===== src/rtl/mul_div_pkg.sv =====
// mul_div_pkg: shared types for the iterative multiply/divide unit
// op and FSM encodings plus operand signedness helpers
package mul_div_pkg;

    typedef enum logic [2:0] {
        OP_MUL    = 3'd0,
        OP_MULH   = 3'd1,
        OP_MULHSU = 3'd2,
        OP_MULHU  = 3'd3,
        OP_DIV    = 3'd4,
        OP_DIVU   = 3'd5,
        OP_REM    = 3'd6,
        OP_REMU   = 3'd7
    } muldiv_op_e;

    typedef enum logic [1:0] {
        ST_IDLE  = 2'd0,
        ST_CALC  = 2'd1,
        ST_FIXUP = 2'd2,
        ST_DONE  = 2'd3
    } muldiv_state_e;

    localparam int OP_IS_DIV_BIT = 2;
    localparam int CNT_W         = 6;

    function automatic logic a_is_signed(input muldiv_op_e op);
        return op inside {OP_MULH, OP_MULHSU, OP_DIV, OP_REM};
    endfunction

    function automatic logic b_is_signed(input muldiv_op_e op);
        return op inside {OP_MULH, OP_DIV, OP_REM};
    endfunction

    function automatic logic is_rem(input muldiv_op_e op);
        return op inside {OP_REM, OP_REMU};
    endfunction

endpackage


===== src/rtl/muldiv_step.sv =====
// muldiv_step: one radix-2 iteration on the {hi, lo} working pair
// shift-add for multiply, restoring shift-subtract for divide
module muldiv_step
    import mul_div_pkg::*;
#(
    parameter int WIDTH = 32
) (
    input  logic             is_div,
    input  logic [WIDTH-1:0] hi,
    input  logic [WIDTH-1:0] lo,
    input  logic [WIDTH-1:0] opnd,
    output logic [WIDTH-1:0] hi_next,
    output logic [WIDTH-1:0] lo_next
);

    logic [WIDTH:0] add_sum;
    logic [WIDTH:0] rem_sh;
    logic [WIDTH:0] sub_diff;
    logic           fits;

    // partial remainder stays below 2*divisor, so the top diff bit is the borrow
    always_comb begin
        add_sum  = {1'b0, hi} + (lo[0] ? {1'b0, opnd} : '0);
        rem_sh   = {hi, lo[WIDTH-1]};
        sub_diff = rem_sh - {1'b0, opnd};
        fits     = ~sub_diff[WIDTH];
        if (is_div) begin
            hi_next = fits ? sub_diff[WIDTH-1:0] : rem_sh[WIDTH-1:0];
            lo_next = {lo[WIDTH-2:0], fits};
        end else begin
            hi_next = add_sum[WIDTH:1];
            lo_next = {add_sum[0], lo[WIDTH-1:1]};
        end
    end

endmodule


===== src/rtl/mul_div_unit.sv =====
// mul_div_unit: radix-2 iterative RISC-V M-extension multiply/divide
// define MUL_DIV_UNIT_DIV_EN to build the divider; otherwise ops 4-7 return 0
module mul_div_unit
    import mul_div_pkg::*;
#(
    parameter int WIDTH     = 32,
    parameter int FAST_PATH = 1
) (
    input  logic             clk,
    input  logic             rst_n,
    input  logic             in_valid,
    output logic             in_ready,
    input  logic [2:0]       op,
    input  logic [WIDTH-1:0] a,
    input  logic [WIDTH-1:0] b,
    input  logic             flush,
    output logic             out_valid,
    input  logic             out_ready,
    output logic [WIDTH-1:0] result,
    output logic             div_by_zero,
    output logic             busy
);

`ifdef MUL_DIV_UNIT_DIV_EN
    localparam bit DIV_EN = 1'b1;
`else
    localparam bit DIV_EN = 1'b0;
`endif

    localparam logic [WIDTH-1:0] MIN_NEG = {1'b1, {(WIDTH-1){1'b0}}};

    muldiv_state_e      state_q, state_d;
    logic [CNT_W-1:0]   cnt_q;
    muldiv_op_e         op_q;
    logic [WIDTH-1:0]   hi_q, lo_q, opnd_q, result_q;
    logic               neg_q, dz_q, init_q;

    muldiv_op_e         op_in;
    logic               in_div, in_rem, a_neg, b_neg;
    logic               b_zero, ovf, skip, accept;
    logic [WIDTH-1:0]   abs_a, abs_b, skip_res;

    logic               q_div;
    logic [WIDTH-1:0]   hi_step, lo_step;
    logic [2*WIDTH-1:0] prod_fix;
    logic [WIDTH-1:0]   word_fix, fix_res;

    assign in_ready    = (state_q == ST_IDLE) && init_q && !flush;
    assign accept      = in_valid && in_ready;
    assign out_valid   = (state_q == ST_DONE);
    assign busy        = (state_q != ST_IDLE);
    assign result      = result_q;
    assign div_by_zero = dz_q && out_valid;

    // classify the request, take magnitudes, precompute early-exit results
    always_comb begin
        op_in  = muldiv_op_e'(op);
        in_div = DIV_EN && op[OP_IS_DIV_BIT];
        in_rem = is_rem(op_in);
        a_neg  = a_is_signed(op_in) && a[WIDTH-1];
        b_neg  = b_is_signed(op_in) && b[WIDTH-1];
        abs_a  = a_neg ? -a : a;
        abs_b  = b_neg ? -b : b;
        b_zero = (b == '0);
        ovf    = in_div && b_is_signed(op_in) &&
                 (a == MIN_NEG) && (b == '1);
        skip   = (in_div && (b_zero || ovf) && (FAST_PATH != 0)) ||
                 (op[OP_IS_DIV_BIT] && !DIV_EN);
        if (!in_div)
            skip_res = '0;
        else if (b_zero)
            skip_res = in_rem ? a : '1;
        else
            skip_res = in_rem ? '0 : a;
    end

    // sign correction and half/word selection after the last iteration
    always_comb begin
        q_div    = DIV_EN && op_q[OP_IS_DIV_BIT];
        prod_fix = neg_q ? -{hi_q, lo_q} : {hi_q, lo_q};
        word_fix = is_rem(op_q) ? hi_q : lo_q;
        if (neg_q)
            word_fix = -word_fix;
        if (q_div)
            fix_res = word_fix;
        else if (op_q == OP_MUL)
            fix_res = prod_fix[WIDTH-1:0];
        else
            fix_res = prod_fix[2*WIDTH-1:WIDTH];
    end

    muldiv_step #(.WIDTH(WIDTH)) u_step (
        .is_div  (q_div),
        .hi      (hi_q),
        .lo      (lo_q),
        .opnd    (opnd_q),
        .hi_next (hi_step),
        .lo_next (lo_step)
    );

    // next state; flush overrides every transition
    always_comb begin
        state_d = state_q;
        unique case (state_q)
            ST_IDLE:  if (accept) state_d = skip ? ST_DONE : ST_CALC;
            ST_CALC:  if (cnt_q == '0) state_d = ST_FIXUP;
            ST_FIXUP: state_d = ST_DONE;
            ST_DONE:  if (out_ready) state_d = ST_IDLE;
        endcase
        if (flush)
            state_d = ST_IDLE;
    end

    // state register; init_q holds in_ready low until the first edge out of reset
    always_ff @(posedge clk or negedge rst_n) begin
        if (!rst_n) begin
            state_q <= ST_IDLE;
            init_q  <= 1'b0;
        end else begin
            state_q <= state_d;
            init_q  <= 1'b1;
        end
    end

    // operand capture, iteration and result registers
    always_ff @(posedge clk or negedge rst_n) begin
        if (!rst_n) begin
            cnt_q    <= '0;
            op_q     <= OP_MUL;
            hi_q     <= '0;
            lo_q     <= '0;
            opnd_q   <= '0;
            result_q <= '0;
            neg_q    <= 1'b0;
            dz_q     <= 1'b0;
        end else if (accept) begin
            cnt_q  <= CNT_W'(WIDTH - 1);
            op_q   <= op_in;
            hi_q   <= '0;
            lo_q   <= in_div ? abs_a : abs_b;
            opnd_q <= in_div ? abs_b : abs_a;
            if (in_div && in_rem)
                neg_q <= a_neg;
            else
                neg_q <= (a_neg ^ b_neg) && !(in_div && b_zero);
            dz_q <= in_div && b_zero;
            if (skip)
                result_q <= skip_res;
        end else if (state_q == ST_CALC) begin
            if (cnt_q != '0)
                cnt_q <= cnt_q - CNT_W'(1);
            hi_q <= hi_step;
            lo_q <= lo_step;
        end else if (state_q == ST_FIXUP) begin
            result_q <= fix_res;
        end
    end

endmodule


===== config.mk =====
export PLATFORM = sky130hd
export DESIGN_NAME = mul_div_unit
export DESIGN_NICKNAME = d
export VERILOG_FILES = /design/src/rtl/mul_div_pkg.sv /design/src/rtl/muldiv_step.sv /design/src/rtl/mul_div_unit.sv
export SDC_FILE = /design/constraint.sdc
export NUM_CORES = 1
export LEC_CHECK = 0
export CORE_MARGIN = 5
export CORE_UTILIZATION = 50
export CTS_BUF_LIST = sky130_fd_sc_hd__clkbuf_2
export CTS_CLUSTER_SIZE = 10
export DETAILED_ROUTE_END_ITERATION = 6
export PLACE_DENSITY = 0.74
export SYNTH_ARGS = -nofsm -noshare
export SYNTH_HDL_FRONTEND = slang
export SYNTH_SLANG_ARGS = --single-unit

===== constraint.sdc =====
create_clock -name clk -period 5.05 [get_ports clk]
set_clock_uncertainty 0.2 [all_clocks]
set_input_delay 1.01 -clock clk [delete_from_list [all_inputs] [get_ports clk]]
set_output_delay 1.01 -clock clk [all_outputs]
set_load 0.02 [all_outputs]

## Word-level counts from Yosys, hierarchy flattened

Index checks and enable logic that the tools add are counted.

| word-level totals | value |
|---|---|
| register bits | 141 |
| bits of input ports | 72 |
| output and inout bits | 36 |
| word-level logic and storage cells | 68 |

| operators by class | value |
|---|---|
| add/sub/neg operators | 5 |
| equal/unequal tests | 12 |
| muxes and demuxes | 22 |
| bitwise logic cells | 1 |
| reduce and logical (&&, ||, !) cells | 19 |

Operators by type and width:

| operator | number |
|---|---|
| 32-bit two-way mux | 12 |
| 64-bit two-way mux | 1 |
| 32-bit negation | 2 |
| 64-bit negation | 1 |
| 32-bit by 33-bit adder with 33-bit output | 1 |
| 6-bit two-way mux | 3 |
| 2-bit two-way mux | 5 |
| 2-bit case mux with 4 select lines | 1 |
| 2-bit nonzero test | 4 |
| 3-bit equality test (second input constant) | 2 |
| 6-bit logical NOT | 1 |
| 3-bit != test (second input constant) | 2 |
| 3-bit AND reduction | 2 |
| 6-bit nonzero test | 1 |
| 6-bit by 1-bit subtractor with 6-bit output (second input constant) | 1 |
| 1-bit logical AND | 5 |
| 2-bit equality test (second input constant) | 2 |
| 2-bit != test (second input constant) | 2 |
| 4-bit nonzero test | 1 |
| 3-bit by 1-bit equality test with 1-bit output (second input constant) | 1 |
| 3-bit by 2-bit equality test with 1-bit output (second input constant) | 1 |
| 3-bit logical NOT | 1 |
| 3-bit by 2-bit != test with 1-bit output (second input constant) | 1 |
| 3-bit nonzero test | 1 |
| 5 further kinds | 5 |

## Logic depth before layout (Yosys ltp)

Gate-level depths: netlist of the first run.

| depth | value |
|---|---|
| depth in word-level cells | 7 |
| mapped depth | 11 |
| depth with buffers taken out | 10 |

## Hierarchy

A second synthesis of the first run with hierarchy kept.

| unflattened totals | value |
|---|---|
| cells, all modules | 1691 |
| area, all modules | 13877.1 um^2 |

Modules (own cells, without submodules):

| module | instances | cells each | area an instance (um^2) |
|---|---|---|---|
| mul_div_unit | 1 | 1024 | 9106.2 |
| muldiv_step | 1 | 667 | 4770.8 |

## Worst setup path before layout of the first run

OpenSTA, ideal clock, no wires.

| timing | value |
|---|---|
| kind | input-to-reg |
| start point | input b[14] |
| end point | register lo_q[27] |
| data arrival time | 2941 ps |
| data required time | 4713 ps |
| setup slack | 1772 ps |
| stages on the path | 7 |
| buffers on the path | 0 |
| path through | or4_4 or3_4 or4_4 nor4_4 a31oi_1 xnor2_1 a21oi_1 |

| on the way | value |
|---|---|
| cells in the longest elaborated chain, start to end | 3 |

RTL lines:

| element | line | text |
|---|---|---|
| start, declared | mul_div_unit.sv:15 | `input logic [WIDTH-1:0] b,` |
| 32-bit negation | mul_div_unit.sv:63 | `abs_b = b_neg ? -b : b;` |
| 32-bit two-way mux | mul_div_unit.sv:63 |  |
| 32-bit two-way mux | mul_div_unit.sv:136 | `end else if (accept) begin` |
| end signal, assigned | mul_div_unit.sv:140 | `lo_q <= in_div ? abs_a : abs_b;` |
| end signal, assigned | mul_div_unit.sv:153 | `lo_q <= lo_step;` |
| end, declared | mul_div_unit.sv:35 | `logic [WIDTH-1:0] hi_q, lo_q, opnd_q, result_q;` |

No other way between the ends.
A chain may end at the register's enable or synchronous reset.

## Worst setup path in the final report of the first run

| timing | value |
|---|---|
| start point | register state_q[1] |
| end point | output in_ready |

| on the way | value |
|---|---|
| cells in the longest elaborated chain, start to end | 3 |

RTL lines:

| element | line | text |
|---|---|---|
| start, declared | mul_div_unit.sv:32 | `muldiv_state_e state_q, state_d;` |
| start signal, assigned | mul_div_unit.sv:120 | `state_q <= state_d;` |
| 2-bit logical NOT | mul_div_unit.sv:48 | `assign in_ready = (state_q == ST_IDLE) && init_q && !flush;` |
| 1-bit logical AND (2 in a row) | mul_div_unit.sv:48 |  |
| end, declared | mul_div_unit.sv:12 | `output logic in_ready,` |

No other way between the ends.

==> reports/metrics.cfg, run 1 <==
[worst_hold_path]
hold_class = in -> async

[global_route]
grt.total_usage_pct = 25.1
antenna_found_initial = 1
overflow = 0
grt_pass1_vias = 9452
grt_max_degree = 90
grt_pass1_wl_mm = 50.0

[clock_tree]
numCtsBuffers = 17
clockBufferDepth = 2
post-cts-setup-buffer-count = 0
htree_levels = 4
clockRootBuffer = clkbuf_2
hold_buffers = 0
cts.clk_slew.worst_paths_ps = 260
insertion_delay_ps = 790
tritoncts = yes
post_cts_resized = 0
cts_sinks = 141

[drt]
drtIter0Drc = 848
route.detailed.drc = 0
wl_mm = 30.7
final_antenna_net_count = 0
wl_per_cell_um = 18.7
vias = 9984
dr.pass1.iters = 5
detail_route.vias_per_cell = 6.07

[synthesis]
ys_async_sr_fraction_pct = 100
syn_nets = 1404
yosysSeqAreaShare_pct = 32.8
syn_area_per_cell_um2 = 8.36
ys_types = 73
ys.flop_type = dfrtp_1
synth-seq-cells = 141
synth_area_um2 = 10800
netlist_top_cells_count = nand2_1, dfrtp_1, o21ai_0
synth_edf_count = 0
synth.most_common_cell = nand2_1
yosys_warnings = 0
synth_cells = 1289
netlist.area_leader.share_pct = 32.8
yosysTopAreaCell = dfrtp_1
synth.top_cells.by_area = dfrtp_1, xnor2_1, o21ai_0

[worst_setup_path]
cp_max_fo = 4
critPathRequiredTime_ps = 3840
end_kind = primary output
start_kind = flop
crit_type = reg -> out
crit_arrival_ps = 2510

[timing]
hold_viol = 0
fin_crit_sh_pct = 73.7
report.final.slew_viol_count = 0
tns_ps = 0
slew_headroom_pct = 20.6
setup_viol = 0
rsz0062_at_grt = no
max_freq_mhz = 269
period_needed_ps = 3720
worst_slew_pin_slew_ps = 1190

[pwr]
pwr_density_cell_nw_per_um2 = 541
power.leakage_uw = 0.00504
ir_drop_mv = 0.368

[finish]
nets = 1471
layout.cells.non_filler = 1645
drive_above_1_share_pct = 5.77
area_growth_pct = 13.8

[floorplanning]
std_cell_rows = 53
dieArea_um2 = 24600
io_pins = 108
initial_core_util_pct = 51.1
core_um2 = 21100
die_x_um = 157
die_y_um = 157

[placement]
placed_cells = 1612
dpl.hpwl_mm = 23.0
port_buffers = 106
gp_congestion = 0.922

[job]
maxCapViolations = 0

[outcome]
status = finished clean

## metal layers
metal,track usage [%],up-vias,routed length [µm]
li1,-,4792,-
met1,36.7,4816,14000
met2,38.8,340,14000
met3,4.62,36,2200
met4,6.03,0,441
met5,0,-,0
## state kept, by name, summed over array words and instances, names as in the netlist
signal	count
lo_q	32
hi_q	32
cnt_q	6
opnd_q	32
state_q	2
result	32
neg_q	1
op_q	3
init_q	1
## where the power goes
part / switching (µW) / total, µW / internal [µW] / leakage [µW]
Sequential: 655 / 2260 / 1600 / 0.00177
Clock: 499 / 697 / 198 / 0.000141
Combinational: 2110 / 3680 / 1570 / 0.00314
## worst paths after layout
kind	from	endpoint	slack, ps	depth (start not counted)
max in group asynchronous	rst_n	result[25]	3630	2
min	rst_n	hi_q[24]	20	1
min reg2reg	opnd_q[16]	opnd_q[16]	310	2
max	state_q[1]	in_ready	1330	5
min in group clk	opnd_q[16]	opnd_q[16]	310	2
max reg2reg	lo_q[0]	hi_q[31]	1380	10
## stage by stage
stage                     total power [µW]  setup slack [ps]  area [µm²]  util [%]  hold slack (ps)
after floorplan                       4720              1770       10800         -              242
after global placement                5830              1090       12000      57.0              255
after detailed placement              5910               988       12000      57.0              262
after CTS                             6610              1270       12300      58.1             54.7
after global routing                  7160              1100       12300      58.1             58.0
final                                 6630              1330       12300      58.1             21.8
## cells by family after synthesis
| family | share of synthesized area, % |
|---|---|
| muxes | 3.66 |
| adders and majority gates | 5.06 |
| and+or+nand+nor | 21.4 |
| DFF | 32.8 |
| buffers and inverters | 3.62 |
| AOI/OAI and AO/OA | 21.8 |
| xor gates and xnor gates | 11.5 |
| other | 0.0697 |
## worst max-delay path, cell delays in order (launching register included)
cell and delay, ps:
dfrtp_1 460, inv_1 170, ha_1 200, nand2_1 100, nor2_1 160, clkdlybuf4s50_1 640
## layout make-up
| class | instances | area [µm²] |
|---|---|---|
| flip-flops and latches | 141 | 3530 |
| clock inverters | 15 | 151 |
| inverters | 29 | 109 |
| repair buffers | 119 | 1160 |
| clock buffers | 17 | 85.1 |
| multi-input cells | 1048 | 6870 |
| well taps | 275 | 344 |
| diodes | 1 | 2.50 |
| fillers | 1973 | 8830 |
## cell usage in the layout, fill, tap and decap left out, types with 8 or more instances in the layout
cell type        count
o21ai_1             10
a21oi_1             89
nand2_1            156
o211ai_1             8
ha_1                41
or3_1               12
nand4_1             19
a22oi_1             27
and2_1              38
dfrtp_1            140
xor2_1              55
clkdlybuf4s50_1    105
nand3_1             28
o21ai_0            130
a211oi_1            21
or4_1               13
nor2_1              70
nor2b_1             13
o31ai_1             16
inv_1               29
xnor2_1             87
clkbuf_2            17
mux2i_1             36
nor4_1              18
o41ai_1              9
nor3_1              25
a21o_1              23
buf_4               13
No activity file was read; power rests on OpenSTA's default activity.
==> inputs of run 2 (changes only) <==
==> constraint.sdc (replaced) <==
create_clock -name clk -period 3.7 [get_ports clk]
set_clock_uncertainty 0.2 [all_clocks]
set_input_delay 0.74 -clock clk [delete_from_list [all_inputs] [get_ports clk]]
set_output_delay 0.74 -clock clk [all_outputs]
set_load 0.02 [all_outputs]
==> run 2 against run 1 <==
Sequential cell count unchanged. First-iteration DRC count is 9.6% higher. Non-clock buffer count grew 26. Largest cell class unchanged. Sequential share of layout area is 0.55 points lower. Total power rose by 38%. Setup slack got worse by 1100 ps. Utilization grew 1.1 points. Final area increased by 1.9%. Critical path depth stayed put. Global-route usage down 0.29 points. Count of clock-buffer cells in the layout did not move. Die area is the same.
==> reports/metrics.cfg, run 2 (synthesis results as in run 1) <==
[clock_tree]
cts.clk_slew.worst_paths_ps = 270  ; about the same
post-cts-setup-buffer-count = 0  ; unchanged
clockRootBuffer = clkbuf_2
clockBufferDepth = 2  ; unchanged
insertion_delay_ps = 760  ; -30 ps
cts_sinks = 141  ; unchanged
numCtsBuffers = 17  ; unchanged
tritoncts = yes
htree_levels = 4  ; unchanged

[finish]
fillers = 1971  ; -0.10%
nets = 1497  ; +1.8%
area_growth_pct = 16.0
drive_above_1_share_pct = 7.46  ; +1.7 points
multi_input_area_um2 = 6880  ; about the same
final_common_cell = nand2_1
final_cell_mix = nand2_1, dfrtp_1, o21ai_0
register_area_um2 = 3530  ; unchanged

[global_route]
grtUsageMet3_pct = 3.90  ; -0.72 points
overflow = 0  ; unchanged
grt_pass1_wl_mm = 49.7  ; -0.70%
antenna_found_initial = 1  ; unchanged
use_met1_pct = 35.8  ; -0.91 points
grt_max_degree = 85  ; -5.6%
grt.total_usage_pct = 24.8  ; -0.29 points
grt_pass1_vias = 9534  ; +0.87%
busiest_layer = met2
grtUsageMet2_pct = 39.7  ; +0.86 points

[timing]
max_freq_mhz = 288
worst_slew_pin_slew_ps = 843  ; -347 ps
fin_ws_ps = 232  ; -1090 ps
setup_viol = 0  ; unchanged
slew_headroom_pct = 43.3  ; +23 points
fin_crit_sh_pct = 93.7
hold_viol = 0  ; unchanged
tns_ps = 0  ; unchanged
report.final.slew_viol_count = 0  ; unchanged
rsz0062_at_grt = no
period_needed_ps = 3470

[floorplanning]
core_um2 = 21100  ; unchanged
die_y_um = 157  ; unchanged
std_cell_rows = 53  ; unchanged
dieArea_um2 = 24600  ; unchanged
initial_core_util_pct = 51.1  ; unchanged
io_pins = 108  ; unchanged
die_x_um = 157  ; unchanged

[placement]
dp_slack_ps = 76.9  ; -911 ps
dpl.hpwl_mm = 23.3  ; +1.4%
gp_congestion = 0.919  ; -0.33%
port_buffers = 106  ; unchanged

[worst_setup_path]
path_delay_family = buffers and inverters
critPathRequiredTime_ps = 2760  ; -1080 ps
crit_type = reg -> out
start_kind = flop
worst_path_max_delay_cell = clkdlybuf4s50_1
crit_arrival_ps = 2530  ; +20 ps
cp_num_buf_inv = 2  ; unchanged
critical_path.max_stage_delay_ps = 630  ; about the same
path_cells = inv_1, ha_1, nand2_1, nor2_1, clkdlybuf4s50_1
end_kind = primary output
cp_max_fo = 4  ; unchanged

[job]
maxCapViolations = 0  ; unchanged

[drt]
dr.pass1.iters = 6  ; +1
detail_route.vias_per_cell = 5.97  ; -1.7%
final_antenna_net_count = 0  ; unchanged
route.detailed.drc = 0  ; unchanged
vias = 9973  ; -0.11%
drtIter0Drc = 929  ; +9.6%
wl_mm = 30.2  ; -1.4%
wl_per_cell_um = 18.1  ; -3.0%

[pwr]
switchingPower_uw = 4500  ; +38%
switching_share_pct = 49.0  ; -0.18 points
pwr_density_cell_nw_per_um2 = 734  ; +36%
power_frac_clock_pct = 10.3  ; -0.2 points
ir_drop_mv = 0.393  ; +6.9%
power.leakage_uw = 0.00518  ; +2.8%
pwr-share-seq_pct = 33.2  ; -0.8 points
combPwrFrac_pct = 56.5  ; +1.0 points
cell_internal_pwr_uw = 4670  ; +39%

[worst_hold_path]
hold_class = reg -> reg

[outcome]
status = finished clean

[run 2: changes by cell type in the layout (fill, tap and decap cells not counted)]
| cell | previous run | this run |
|---|---|---|
| clkinv_1 | 1 | 2 |
| a2111oi_0 | 1 | 0 |
| dlygate4sd3_1 | 0 | 1 |
| buf_12 | 0 | 3 |
| a21oi_2 | 0 | 1 |
| clkinvlp_4 | 2 | 1 |
| inv_6 | 4 | 6 |
| a2111oi_1 | 0 | 1 |
| inv_8 | 4 | 3 |
| clkinv_2 | 1 | 0 |
| buf_4 | 13 | 35 |
| a21oi_1 | 89 | 88 |
[run 2: layer usage]
metal  share of wire [%]  up-vias
met4                 1.6        0
met1                  45     4739
met3                 6.9       37
met2                  46      361
li1                    -     4836
met5                   0        -
[run 2: through the flow]
| stage | util, % | hold slack [ps] | cells | area [µm²] | total power, µW |
|---|---|---|---|---|---|
| 2_1_floorplan | - | 242 | 1289 | 10800 | 6440 |
| 3_3_place_gp | 58.1 | 255 | 1637 | 12200 | 8050 |
| 3_5_place_dp | 58.1 | 265 | 1637 | 12200 | 8180 |
| 4_1_cts | 59.2 | 275 | 1670 | 12500 | 9120 |
| 5_1_grt | 59.2 | 299 | 1671 | 12500 | 9890 |
| 6_report | 59.2 | 306 | 1671 | 12500 | 9170 |
[run 2: cell type report]
| class | instances | area share [%] |
|---|---|---|
| flip-flops and latches | 141 | 28.3 |
| multi-input cells | 1048 | 55.1 |
| well taps | 275 | 2.75 |
| clock buffers | 17 | 0.681 |
| inverters | 29 | 0.871 |
| diodes | 1 | 0.0200 |
| repair buffers | 145 | 11.2 |
| clock inverters | 15 | 1.19 |
[run 2: worst paths after layout]
check	cells after the start	endpoint	from	slack, ps
max in group asynchronous	3	opnd_q[24]	rst_n	2070
worst min-delay path	2	opnd_q[17]	opnd_q[17]	310
min in group asynchronous	2	state_q[1]	rst_n	400
worst min register to register	2	opnd_q[17]	opnd_q[17]	310
worst max-delay path	5	in_ready	state_q[1]	230
worst max register to register	11	result[30]	lo_q[0]	300
[run 2: worst reg2reg max path, cell delays in order, from the launching register on]
cell and delay (ps):
dfrtp_1 450, buf_4 220, inv_1 100, ha_1 170, nor3b_1 360, and4_1 340, nand4_2 170, buf_4 240
nor4_4 410, nor3b_1 100, a311oi_1 370, o21ai_0 140
[run 2: power by group through the flow]
stage                     Combinational [µW]  Clock (µW)  Sequential, µW
after global placement                  5010           0            3040
after CTS                               5150         957            3020
final                                   5180         942            3040
after floorplan                         3550           0            2890
after global routing                    5730        1030            3120
after detailed placement                5120           0            3060
[run 2: repair_timing]
item	4_1_cts	5_1_grt
setup endpoints to repair	0	2
endpoints found under the hold margin	82	0
hold buffers	1	0
resized for setup	0	2
